File: config.mk
export PLATFORM = sky130hd
export DESIGN_NAME = divider_4bit_seq
export DESIGN_NICKNAME = d
export VERILOG_FILES = /design/src/rtl/divider_4bit_seq.sv
export SDC_FILE = /design/constraint.sdc
export NUM_CORES = 1
export LEC_CHECK = 0
export ABC_AREA = 1
export BUFFER_PORTS_ARGS = -buffer_cell sky130_fd_sc_hd__buf_2
export CAP_MARGIN = 10
export CORE_AREA = 2 2 56 58
export CTS_CLUSTER_DIAMETER = 150
export DETAILED_ROUTE_END_ITERATION = 12
export DIE_AREA = 0 0 58 60
export PLACE_DENSITY = 0.67
export SLEW_MARGIN = 20
export SYNTH_ARGS = -nofsm -noshare
export SYNTH_HDL_FRONTEND = slang
export SYNTH_SLANG_ARGS = --single-unit
File: constraint.sdc
create_clock -name clk -period 1.7 [get_ports clk]
set_clock_uncertainty 0.05 [all_clocks]
set_input_delay 0.085 -clock clk [delete_from_list [all_inputs] [get_ports clk]]
set_output_delay 0.085 -clock clk [all_outputs]
set_load 0.02 [all_outputs]
File: src/rtl/divider_4bit_seq.sv
// Sequential 4-bit unsigned restoring divider: one quotient bit per clock,
// using subtractor_4bit as the trial-subtraction stage.

module subtractor_4bit (
  input  logic [3:0] a,
  input  logic [3:0] b,
  output logic [3:0] diff,
  output logic       cout
);
  logic [4:0] full;

  // cout=1 means no borrow, i.e. a >= b.
  assign full = {1'b0, a} - {1'b0, b};
  assign diff = full[3:0];
  assign cout = ~full[4];
endmodule

module divider_4bit_seq (
  input  logic       clk,
  input  logic       rst,
  input  logic       start,
  input  logic [3:0] dividend,
  input  logic [3:0] divisor,
  output logic [3:0] quotient,
  output logic [3:0] remainder,
  output logic       done,
  output logic       busy,
  output logic       dbz
);
  localparam logic [1:0] IDLE = 2'd0;
  localparam logic [1:0] RUN  = 2'd1;
  localparam logic [1:0] DONE = 2'd2;

  logic [1:0] state;
  logic [3:0] acc_a;
  logic [3:0] q_reg;
  logic [3:0] d_reg;
  logic [1:0] count;

  logic [4:0] t;
  logic [3:0] diff;
  logic       cout;
  logic       ok;
  logic [3:0] a_next;
  logic [3:0] q_next;

  subtractor_4bit u_sub (
    .a    (t[3:0]),
    .b    (d_reg),
    .diff (diff),
    .cout (cout)
  );

  // When t[4] is set the trial subtraction always succeeds and the low four
  // bits of diff are the exact partial remainder.
  assign t      = {acc_a, q_reg[3]};
  assign ok     = t[4] | cout;
  assign a_next = ok ? diff : t[3:0];
  assign q_next = {q_reg[2:0], ok};

  assign done = (state == DONE);
  assign busy = (state != IDLE);

  // NOTE: sequential state uses non-blocking assignments so every register
  // samples pre-edge values; reset is synchronous, so it lives inside the
  // clocked branch rather than in the sensitivity list.
  always_ff @(posedge clk) begin
    if (rst) begin
      state     <= IDLE;
      acc_a     <= 4'd0;
      q_reg     <= 4'd0;
      d_reg     <= 4'd0;
      count     <= 2'd0;
      quotient  <= 4'd0;
      remainder <= 4'd0;
      dbz       <= 1'b0;
    end else begin
      case (state)
        IDLE: begin
          if (start) begin
            if (divisor != 4'd0) begin
              acc_a <= 4'd0;
              q_reg <= dividend;
              d_reg <= divisor;
              count <= 2'd3;
              state <= RUN;
            end else begin
              quotient  <= 4'hF;
              remainder <= dividend;
              dbz       <= 1'b1;
              state     <= DONE;
            end
          end
        end
        RUN: begin
          acc_a <= a_next;
          q_reg <= q_next;
          count <= count - 2'd1;
          if (count == 2'd0) begin
            quotient  <= q_next;
            remainder <= a_next;
            dbz       <= 1'b0;
            state     <= DONE;
          end
        end
        DONE:    state <= IDLE;
        default: state <= IDLE;
      endcase
    end
  end
endmodule
==> results of run 1 <==
path summary, 6_finish.rpt:
path | startpoint | endpoint | cells after the start
worst max-delay path | q_reg[3] | remainder[0] | 11
worst min-delay path | divisor[3] | d_reg[3] | 3
worst max register to register | q_reg[3] | remainder[0] | 11
worst min register to register | dbz | dbz | 2
logic make-up (layout without fill, tap and decap cells):
kind of cell | Yosys count | in the layout | synth area share (%)
buf+inv | 31 | 58 | 9.42
flops | 25 | 25 | 40.1
compound gates | 33 | 33 | 14.0
simple gates | 81 | 81 | 29.2
fa+ha+maj | 6 | 6 | 6.61
xor+xnor | 1 | 1 | 0.702
cells in the mapped netlist:
cell type	n
nand3_1	15
nor2_2	1
nand3b_1	2
nor2_1	17
xor2_1	1
o21ai_1	4
ha_1	5
nand2_1	34
a21oi_1	18
nand4_1	4
clkbuf_1	2
nor2_4	1
or2_2	1
o21a_1	3
o21ai_0	7
nor3_1	3
dfxtp_1	25
fa_1	1
inv_1	24
buf_2	1
a211oi_1	1
inv_2	4
nand2_2	3
worst register-to-register path, cell delays in order, from the launching register on:
cell and delay [ns]:
dfxtp_2 0.35, inv_2 0.06, ha_4 0.11, inv_2 0.04, fa_2 0.36, nand2_1 0.07, nand2_1 0.06, nand2_2 0.11
nand2_2 0.08, nand3b_1 0.11, nand2_1 0.06, o21a_1 0.16
per-stage QoR:
step / util, % / setup slack [ns]
final: 50.9 / 0.00585
after global routing: 50.9 / -0.116
after CTS: 50.1 / 0.00408
after detailed placement: 48.8 / -0.0451
after global placement: 48.8 / 0.0238
after floorplan: - / 0.0251
layer usage:
layer / routed length (um) / share of wire, % / global-route usage (%) / up-vias
li1: - / - / - / 631
met1: 1270 / 45 / 21.3 / 536
met2: 1440 / 50 / 33.3 / 28
met3: 87 / 3.1 / 3.25 / 6
met4: 47 / 1.7 / 8.31 / 0
met5: 0 / 0 / 0 / -
final cells by class:
type,instances,area (um^2)
clock buffers,4,26.3
fillers,285,1420
inverters,28,105
multi-input cells,121,654
flip-flops and latches,25,503
well taps,33,41.3
repair buffers,26,149
timing repair:
item,4_1_cts,5_1_grt
setup endpoints to repair,8,10
resized for setup,1,9
hold buffers,1,0
endpoints found under the hold margin,1,0
setup buffers,0,0
pin swaps,0,8
power breakdown:
part | switching [W] | total, W | internal (W) | leakage [nW]
Combinational | 0.000307 | 0.000489 | 0.000182 | 0.524
Sequential | 0.0000397 | 0.000694 | 0.000655 | 0.206
Clock | 0.000171 | 0.000263 | 0.0000918 | 0.0150
==> results by group, run 1 <==
Status
  – Result of the run: complete, no violations

Synth
  – Synth Net Count: about 190
  – Post-synth cell types: 23
  – Area leader, netlist: dfxtp_1
  – Yosys reg bits: 25
  – Register area share after synthesis: 40.1%
  – Synth area leaders: dfxtp_1 40%, nand2_1 10%, a21oi_1 7.2%, inv_1 7.2%, nand3_1 6.0%
  – Post-synth top area share: between 40 and 50%
  – Synth warn: 0
  – Mapped cell area: roughly 1200 um^2
  – Synth Instances: around 180
  – Avg Inst Size Synth: slightly above 7 um^2

Pwr
  – Leak Pwr: roughly 0.75 nW
  – Max VDD drop: roughly 0.00053 V
  – Power density over the cells: just under 1000 nW/um^2
  – Overall Power: 0.00145 W

Place
  – HPWL after DPL: ~2200 um
  – Port Buf Inserts: 21
  – Placement Cell Area: 1420 um^2
  – Inst Count DP: roughly 230
  – Final Wtd Congestion: roughly 0.86

Critical path
  – Slowest-stage cell, CP: fa_2
  – Cells along the critical path: inv_2, ha_4, inv_2, fa_2, nand2_1, nand2_1, nand2_2, nand2_2, nand3b_1, nand2_1, o21a_1
  – Startpoint types: flop
  – Reg2Reg Setup Slack: roughly 0.0058 ns
  – CP delay by family, top: simple AND/OR/NAND/NOR gates
  – Max FO, Critical Path: 4
  – Buf+Inv Stages, Crit Path: 2
  – Kind of critical path: flop to flop
  – Worst EP required: ~1.9 ns
  – CP Capture Type: flop
  – Largest stage delay, worst path: 0.36 ns
  – Worst Path Arrival: ~1.9 ns
  – Most frequent CP cell: nand2_1

Timing
  – Worst slew pin tran: roughly 0.44 ns
  – Final Hold Viols: 0
  – Final setup vio count: 0
  – Max_slew headroom: 70.9%
  – F_max: approximately 590 MHz
  – Fin crit period: about 1.7 ns
  – Fin crit share: between 90% and 100%
  – Setup tns final: 0 ns
  – Hold_ws: 0.0160 ns
  – RSZ-0062 raised after global routing: yes
  – Max Slew Vio Count: 0

Route
  – Total Routed Length: approximately 2800 um
  – WL per Instance: ~12 um
  – Vias/cell: around 5.1
  – Post-DRT Antenna Nets: 0
  – Routed vias: approximately 1200
  – Router iterations before antenna repair: 4
  – Post-route DRC: 0
  – Initial DRC count: 25

Global route
  – Vias in the first global route: 1127
  – Largest net degree at the start of global routing: 16
  – Initial antenna violation count: 0
  – Global-route wire length before repair: between 4000 and 5000 um
  – Total GRT Usage: 18.4%
  – Total grt overflow: 0

Cells and area
  – Ant diodes: 0
  – Layout cells sized above 1: between 20% and 30%
  – Most common cell after layout, fill and taps aside: nand2_1
  – Final nets: approximately 220
  – Most frequent cells in the layout: 32 x nand2_1, 23 x dfxtp_1, 22 x inv_1
  – Design area: about 1500 um^2
  – P&R area growth vs syn: 18.4%
  – Finished Layout Cells: around 240

Die
  – Die area: between 3000 and 4000 um^2
  – Core area: ~2900 um^2
  – Die width: between 50 and 60 um
  – Initial core utilization: about 43%
  – I/O Pins: 22
  – Row count: 20
  – Die H: roughly 60 um

Clock tree
  – CTS tree: yes
  – Later-pin clock latency in the skew report: between 0.3 and 0.4 ns
  – Reg clk slew, reported paths: approximately 0.13 ns
  – CTS root buf: clkbuf_4
  – Max Root-Sink Buffers: 2
  – CTS H-tree lvls: 1
  – # clock sinks: 25
  – TritonCTS buffer count: 3

Hold path
  – Worst hold path class: input port to flop

Job
  – Max-cap violations: 0
Note: power is estimated with default switching activity, not from simulation.
==> inputs of run 2 (changes only) <==
--- a/config.mk
+++ b/config.mk
@@ -8,11 +8,14 @@
 export ABC_AREA = 1
 export BUFFER_PORTS_ARGS = -buffer_cell sky130_fd_sc_hd__buf_2
 export CAP_MARGIN = 10
-export CORE_AREA = 2 2 56 58
+export CELL_PAD_IN_SITES_DETAIL_PLACEMENT = 0
+export CELL_PAD_IN_SITES_GLOBAL_PLACEMENT = 1
+export CORE_AREA = 2 2 63 65
 export CTS_CLUSTER_DIAMETER = 150
 export DETAILED_ROUTE_END_ITERATION = 12
-export DIE_AREA = 0 0 58 60
-export PLACE_DENSITY = 0.67
+export DIE_AREA = 0 0 65 67
+export PLACE_DENSITY_LB_ADDON = 0.1
+export SETUP_SLACK_MARGIN = 0.5
 export SLEW_MARGIN = 20
 export SYNTH_ARGS = -nofsm -noshare
 export SYNTH_HDL_FRONTEND = slang
==> results by group, run 2 (same netlist as run 1, synthesis figures left out) <==
Global route
  – Total GRT Usage: 17.7%
  – Largest net degree at the start of global routing: 16
  – Initial antenna violation count: 0
  – Total grt overflow: 0
  – Global-route wire length before repair: around 5800 um
  – Vias in the first global route: ~1300

Critical path
  – Max FO, Critical Path: 6
  – Cell depth of the worst setup path: 11
  – R2R cell count: 11
  – Cells along the critical path: inv_2, ha_4, inv_2, fa_2, nand2_2, nand2_2, nand2_4, nand2_4, nand3b_1, nand2_1, o21a_1
  – Startpoint types: flop
  – Kind of critical path: flop to flop
  – Worst Path Arrival: 1.85 ns
  – Slowest-stage cell, CP: fa_2
  – Largest stage delay, worst path: 0.36 ns
  – Buf+Inv Stages, Crit Path: 2
  – CP delay by family, top: adder cells
  – Worst EP required: between 1.5 and 2 ns
  – CP Capture Type: flop

Route
  – WL per Instance: approximately 13 um
  – Initial DRC count: 66
  – Routed vias: roughly 1300
  – Vias/cell: approximately 4.8
  – Post-DRT Antenna Nets: 0
  – Router iterations before antenna repair: 4
  – Post-route DRC: 0
  – Total Routed Length: 3400 um

Clock tree
  – TritonCTS buffer count: 3
  – CTS H-tree lvls: 1
  – CTS root buf: clkbuf_8
  – # clock sinks: 25
  – Later-pin clock latency in the skew report: ~0.28 ns
  – Max Root-Sink Buffers: 2
  – Reg clk slew, reported paths: 0.09 ns
  – Hold-fix buffers at CTS: 0
  – CTS tree: yes

Die
  – Die H: 67 um
  – Die width: 65 um
  – Row count: 22
  – I/O Pins: 22
  – Core area: between 3000 and 4000 um^2
  – Initial core utilization: 34.6%
  – Die area: ~4400 um^2

Pwr
  – Leak Pwr: 0.855 nW
  – Clock network fraction of design power: about a fifth
  – Internal Power: 0.00113 W
  – Power density over the cells: around 970 nW/um^2
  – Max VDD drop: 0.000368 V
  – Register share of total power: about 40%
  – Comb pwr share: about two fifths
  – NetSw: 0.000631 W
  – Net Sw Frac: between 30% and 40%

Status
  – Result of the run: finished with violations
  – Violated checks: negative setup slack

Cells and area
  – Design area: ~1800 um^2
  – Most frequent cells in the layout: 29 x nand2_1, 20 x buf_2, 19 x inv_1, 19 x dfxtp_1, 15 x nor2_1
  – Most common cell after layout, fill and taps aside: nand2_1
  – Fillers: approximately 370
  – Final nets: 234
  – Ant diodes: 0
  – Util after Layout: roughly half
  – Layout cells sized above 1: between 30% and 40%
  – P&R area growth vs syn: 45.2%

Place
  – Final Wtd Congestion: a little under 0.8
  – HPWL after DPL: approximately 2400 um
  – Placement Cell Area: 1440 um^2
  – Port Buf Inserts: 21

Timing
  – Worst slew pin tran: around 0.60 ns
  – Fin crit period: 1.73 ns
  – RSZ-0062 raised after global routing: yes
  – F_max: roughly 580 MHz
  – Setup tns final: -0.0457 ns
  – Final WS setup: -0.0259 ns
  – Fin crit share: 102%
  – Max_slew headroom: ~60%
  – Final Hold Viols: 0
  – Final setup vio count: 2
  – Max Slew Vio Count: 0

Hold path
  – Worst hold path class: input port to flop
  – Hold path cells: 3

Job
  – Max-cap violations: 0
[run 2: changes by cell type in the layout (fill, tap and decap cells not counted), moves of 4 or more]
| cell | before | now |
|---|---|---|
| nand3_1 | 15 | 10 |
| buf_6 | 1 | 7 |
| dfxtp_1 | 23 | 19 |
| buf_4 | 3 | 9 |
| nand2_4 | 0 | 6 |
[run 2: final timing paths]
kind	slack, ns	end	start
worst min-delay path	0.06	d_reg[0]	divisor[0]
worst max-delay path	-0.03	remainder[0]	q_reg[3]
worst max register to register	-0.03	remainder[0]	q_reg[3]
worst min register to register	0.40	dbz	dbz
[run 2: area by class of cell]
type / instances / area, um^2 / share of cell area, %
clock buffers: 4 / 45.0 / 2.48
inverters: 28 / 118 / 6.49
repair buffers: 37 / 267 / 14.7
multi-input cells: 122 / 811 / 44.7
well taps: 48 / 60.1 / 3.31
flip-flops and latches: 25 / 513 / 28.3
[run 2: what timing repair did]
action	CTS	global route
pin swaps	7	10
setup buffers	7	8
endpoints found under the setup margin	25	23
resized for setup	25	29
cloned	1	0
[run 2: through the flow]
stage               hold slack (ns)  power, W  cells  worst slack [ns]
floorplan                     0.228   0.00104    177            0.0910
global placement              0.330   0.00116    244            0.0274
detailed placement            0.343   0.00117    244           -0.0213
CTS                          0.0554   0.00162    256           0.00157
global route                 0.0810   0.00188    264            -0.129
finish                       0.0561   0.00176    264           -0.0259
[run 2: worst reg2reg max path: cells and delay by family (launching register included)]
family	cells	cell delay (ns)
buffers and inverters	2	0.10
flip-flops	1	0.34
AO/OA/AOI/OAI	1	0.16
adder cells (fa/ha/maj)	2	0.49
AND/OR/NAND/NOR	6	0.49
[run 2: layer usage]
layer | up-vias | share of wire [%] | GRT usage, %
li1 | 651 | - | -
met1 | 587 | 46 | 21.9
met2 | 18 | 49 | 30.0
met3 | 5 | 3.0 | 2.36
met4 | 0 | 1.5 | 9.04
met5 | - | 0 | 0
[run 2: power groups by stage]
| stage | Combinational [W] | Clock [W] | Sequential, W |
|---|---|---|---|
| after floorplan | 0.000304 | 0 | 0.000735 |
| after global placement | 0.000458 | 0 | 0.000705 |
| after detailed placement | 0.000464 | 0 | 0.000709 |
| after CTS | 0.000545 | 0.000377 | 0.000702 |
| after global routing | 0.000766 | 0.000403 | 0.000714 |
| final | 0.000688 | 0.000365 | 0.000705 |
==> inputs of run 3 (changes only) <==
--- a/config.mk
+++ b/config.mk
@@ -5,15 +5,14 @@
 export SDC_FILE = /design/constraint.sdc
 export NUM_CORES = 1
 export LEC_CHECK = 0
-export ABC_AREA = 1
 export BUFFER_PORTS_ARGS = -buffer_cell sky130_fd_sc_hd__buf_2
 export CAP_MARGIN = 10
-export CELL_PAD_IN_SITES_DETAIL_PLACEMENT = 0
+export CELL_PAD_IN_SITES_DETAIL_PLACEMENT = 1
 export CELL_PAD_IN_SITES_GLOBAL_PLACEMENT = 1
-export CORE_AREA = 2 2 63 65
+export CORE_AREA = 2 2 61 63
 export CTS_CLUSTER_DIAMETER = 150
 export DETAILED_ROUTE_END_ITERATION = 12
-export DIE_AREA = 0 0 65 67
+export DIE_AREA = 0 0 63 65
 export PLACE_DENSITY_LB_ADDON = 0.1
 export SETUP_SLACK_MARGIN = 0.5
 export SLEW_MARGIN = 20
==> results by group, run 3 <==
Place
  – Inst Count DP: ~220
  – Final Wtd Congestion: 0.689
  – Setup slack at placement: -0.275 ns
  – HPWL after DPL: approximately 2400 um
  – Placement Cell Area: 1530 um^2
  – Port Buf Inserts: 21

Synth
  – Avg Inst Size Synth: roughly 8.5 um^2
  – Yosys reg bits: 25
  – Area leader, netlist: dfxtp_1
  – Most frequent cell after synthesis: dfxtp_1
  – Asr flop ratio synth: 0%
  – Predominant post-synthesis flop cell: dfxtp_1
  – Synth Net Count: about 160
  – Post-synth EDFFs: 0
  – Synth Instances: between 100 and 150
  – Synth area leaders: dfxtp_1 42%, nor2_1 6.6%, nand2_1 6.0%, a21oi_1 5.4%, ha_1 5.2%
  – Register area share after synthesis: about two fifths
  – Synth cell count leaders: 25 x dfxtp_1, 21 x nor2_1, 19 x nand2_1, 13 x a21oi_1, 8 x inv_1
  – Synth warn: 0
  – Post-synth top area share: approximately two fifths
  – Post-synth cell types: 31
  – Mapped cell area: between 1000 and 1500 um^2

Die
  – Die area: just over 4000 um^2
  – Core area: around 3500 um^2
  – Die width: roughly 63 um
  – Row count: 22
  – I/O Pins: 22
  – Initial core utilization: 34.3%
  – Die H: around 65 um

Cells and area
  – Finished Layout Cells: roughly 250
  – Final nets: roughly 220
  – Most common cell after layout, fill and taps aside: buf_6
  – Layout cells sized above 1: 63.5%
  – Most frequent cells in the layout: 24 x buf_6, 20 x dfxtp_1, 17 x buf_2, 17 x buf_4, 15 x nand2_1
  – Ant diodes: 0
  – Design area: around 2100 um^2
  – P&R area growth vs syn: 72.9%
  – Util after Layout: around three fifths

Job
  – Max-cap violations: 0

Pwr
  – Overall Power: 0.00176 W
  – Leak Pwr: just under 0.9 nW
  – Power density over the cells: roughly 850 nW/um^2
  – Max VDD drop: 0.000465 V

Status
  – Violated checks: negative setup slack
  – Result of the run: finished with violations

Route
  – Post-route DRC: 0
  – Initial DRC count: 70
  – Routed vias: ~1200
  – Router iterations before antenna repair: 4
  – Post-DRT Antenna Nets: 0
  – WL per Instance: 16.3 um
  – Vias/cell: between 4 and 5
  – Total Routed Length: around 4000 um

Clock tree
  – CTS tree: yes
  – Reg clk slew, reported paths: 0.16 ns
  – Later-pin clock latency in the skew report: ~0.33 ns
  – # clock sinks: 25
  – Max Root-Sink Buffers: 2
  – TritonCTS buffer count: 3
  – CTS H-tree lvls: 1
  – CTS root buf: clkbuf_4

Critical path
  – Worst setup startpoint: q_reg[3]
  – Cells along the critical path: inv_2, ha_4, inv_2, fa_2, nand3_2, nand2_4, mux2_4, nand2_4, a311oi_1
  – CP delay by family, top: adder cells
  – R2R cell count: 9
  – Startpoint types: flop
  – CP Capture Type: flop
  – Cell depth of the worst setup path: 9
  – Worst Path Arrival: a little under 2 ns
  – Max FO, Critical Path: 7
  – R2R Path Start: q_reg[3]
  – Largest stage delay, worst path: about 0.36 ns
  – Worst EP required: about 1.9 ns
  – Slowest-stage cell, CP: dfxtp_2
  – Critical Path End: remainder[1]
  – Kind of critical path: flop to flop
  – Reg2reg end: remainder[1]
  – Buf+Inv Stages, Crit Path: 2
  – Reg2Reg Setup Slack: -0.09 ns

Global route
  – Global-route wire length before repair: between 5000 and 6000 um
  – Routing usage on met2: 35.4%
  – Vias in the first global route: roughly 1300
  – Layer with the highest usage: met2
  – Met1 Use GR: around 22%
  – Total GRT Usage: a little under a fifth
  – Total grt overflow: 0
  – Initial antenna violation count: 0
  – Largest net degree at the start of global routing: 19
  – GR Util met3: around 3.0%

Timing
  – Max_slew headroom: a little over two thirds
  – RSZ-0062 raised after global routing: yes
  – Final WS setup: -0.0897 ns
  – Max Slew Vio Count: 0
  – Fin crit share: 105%
  – Final setup vio count: 6
  – Fin crit period: 1.79 ns
  – Final Hold Viols: 0
  – F_max: ~560 MHz
  – Worst slew pin tran: 0.456 ns

Hold path
  – Min-delay src: dividend[2]
  – Worst hold path class: input port to flop
[run 3: changes by cell type after synthesis, sizes merged, moves of 6 or more]
cell,before,now
nand3,15,7
inv,28,8
a311oi,0,6
nand2,37,19
o21ai,11,0
[run 3: cells by family after synthesis]
| kind of cell | share of synthesized area (%) |
|---|---|
| AOI/OAI and AO/OA | 17.5 |
| adders and majority gates | 6.90 |
| xor gates and xnor gates | 1.46 |
| buffers and inverters | 5.02 |
| and+or+nand+nor | 25.6 |
| muxes | 1.78 |
| DFF | 41.8 |
[run 3: what timing repair did]
action,in CTS,in global routing
setup buffers,15,6
endpoints found under the hold margin,2,0
setup endpoints to repair,24,27
hold buffers,2,0
pin swaps,13,26
resized for setup,38,36
[run 3: final cells by class]
type	instances	area, um^2
Fill cell	403	1430
Multi-Input combinational cell	102	923
Timing Repair Buffer	61	523
Sequential cell	25	507
Tap cell	48	60.1
Inverter	8	30.0
Clock buffer	3	22.5
Clock inverter	1	5.00
[run 3: metal layers]
layer	vias to the layer above	part of all wire, %
met3	0	2.5
met5	-	0
li1	604	-
met4	0	0
met1	608	41
met2	17	57
[run 3: through the flow]
stage	TNS [ns]	hold slack, ns
3_5_place_dp	-1.92	0.333
4_1_cts	-0.273	0.00290
2_1_floorplan	0	0.175
6_report	-0.316	0.0124
5_1_grt	-0.930	0.0274
3_3_place_gp	-1.48	0.331
[run 3: worst register-to-register path, stage by stage, from the launching register on]
cell	delay, ns
dfxtp_2	0.36
inv_2	0.07
ha_4	0.14
inv_2	0.04
fa_2	0.36
nand3_2	0.10
nand2_4	0.10
mux2_4	0.34
nand2_4	0.07
a311oi_1	0.07
[run 3: where the power goes]
| group | switching [W] | total, W | internal [W] |
|---|---|---|---|
| clock | 0.000199 | 0.000287 | 0.0000882 |
| sequential | 0.0000477 | 0.000695 | 0.000647 |
| combinational | 0.000385 | 0.000774 | 0.000389 |
[run 3: worst min-delay path by stage]
stage	end	slack, ns	depth (start not counted)
2_1_floorplan	d_reg[0]	0.17	2
3_3_place_gp	remainder[0]	0.33	3
3_5_place_dp	remainder[0]	0.33	3
4_1_cts	remainder[2]	0.003	3
5_1_grt	remainder[2]	0.03	3
6_report	remainder[2]	0.01	3
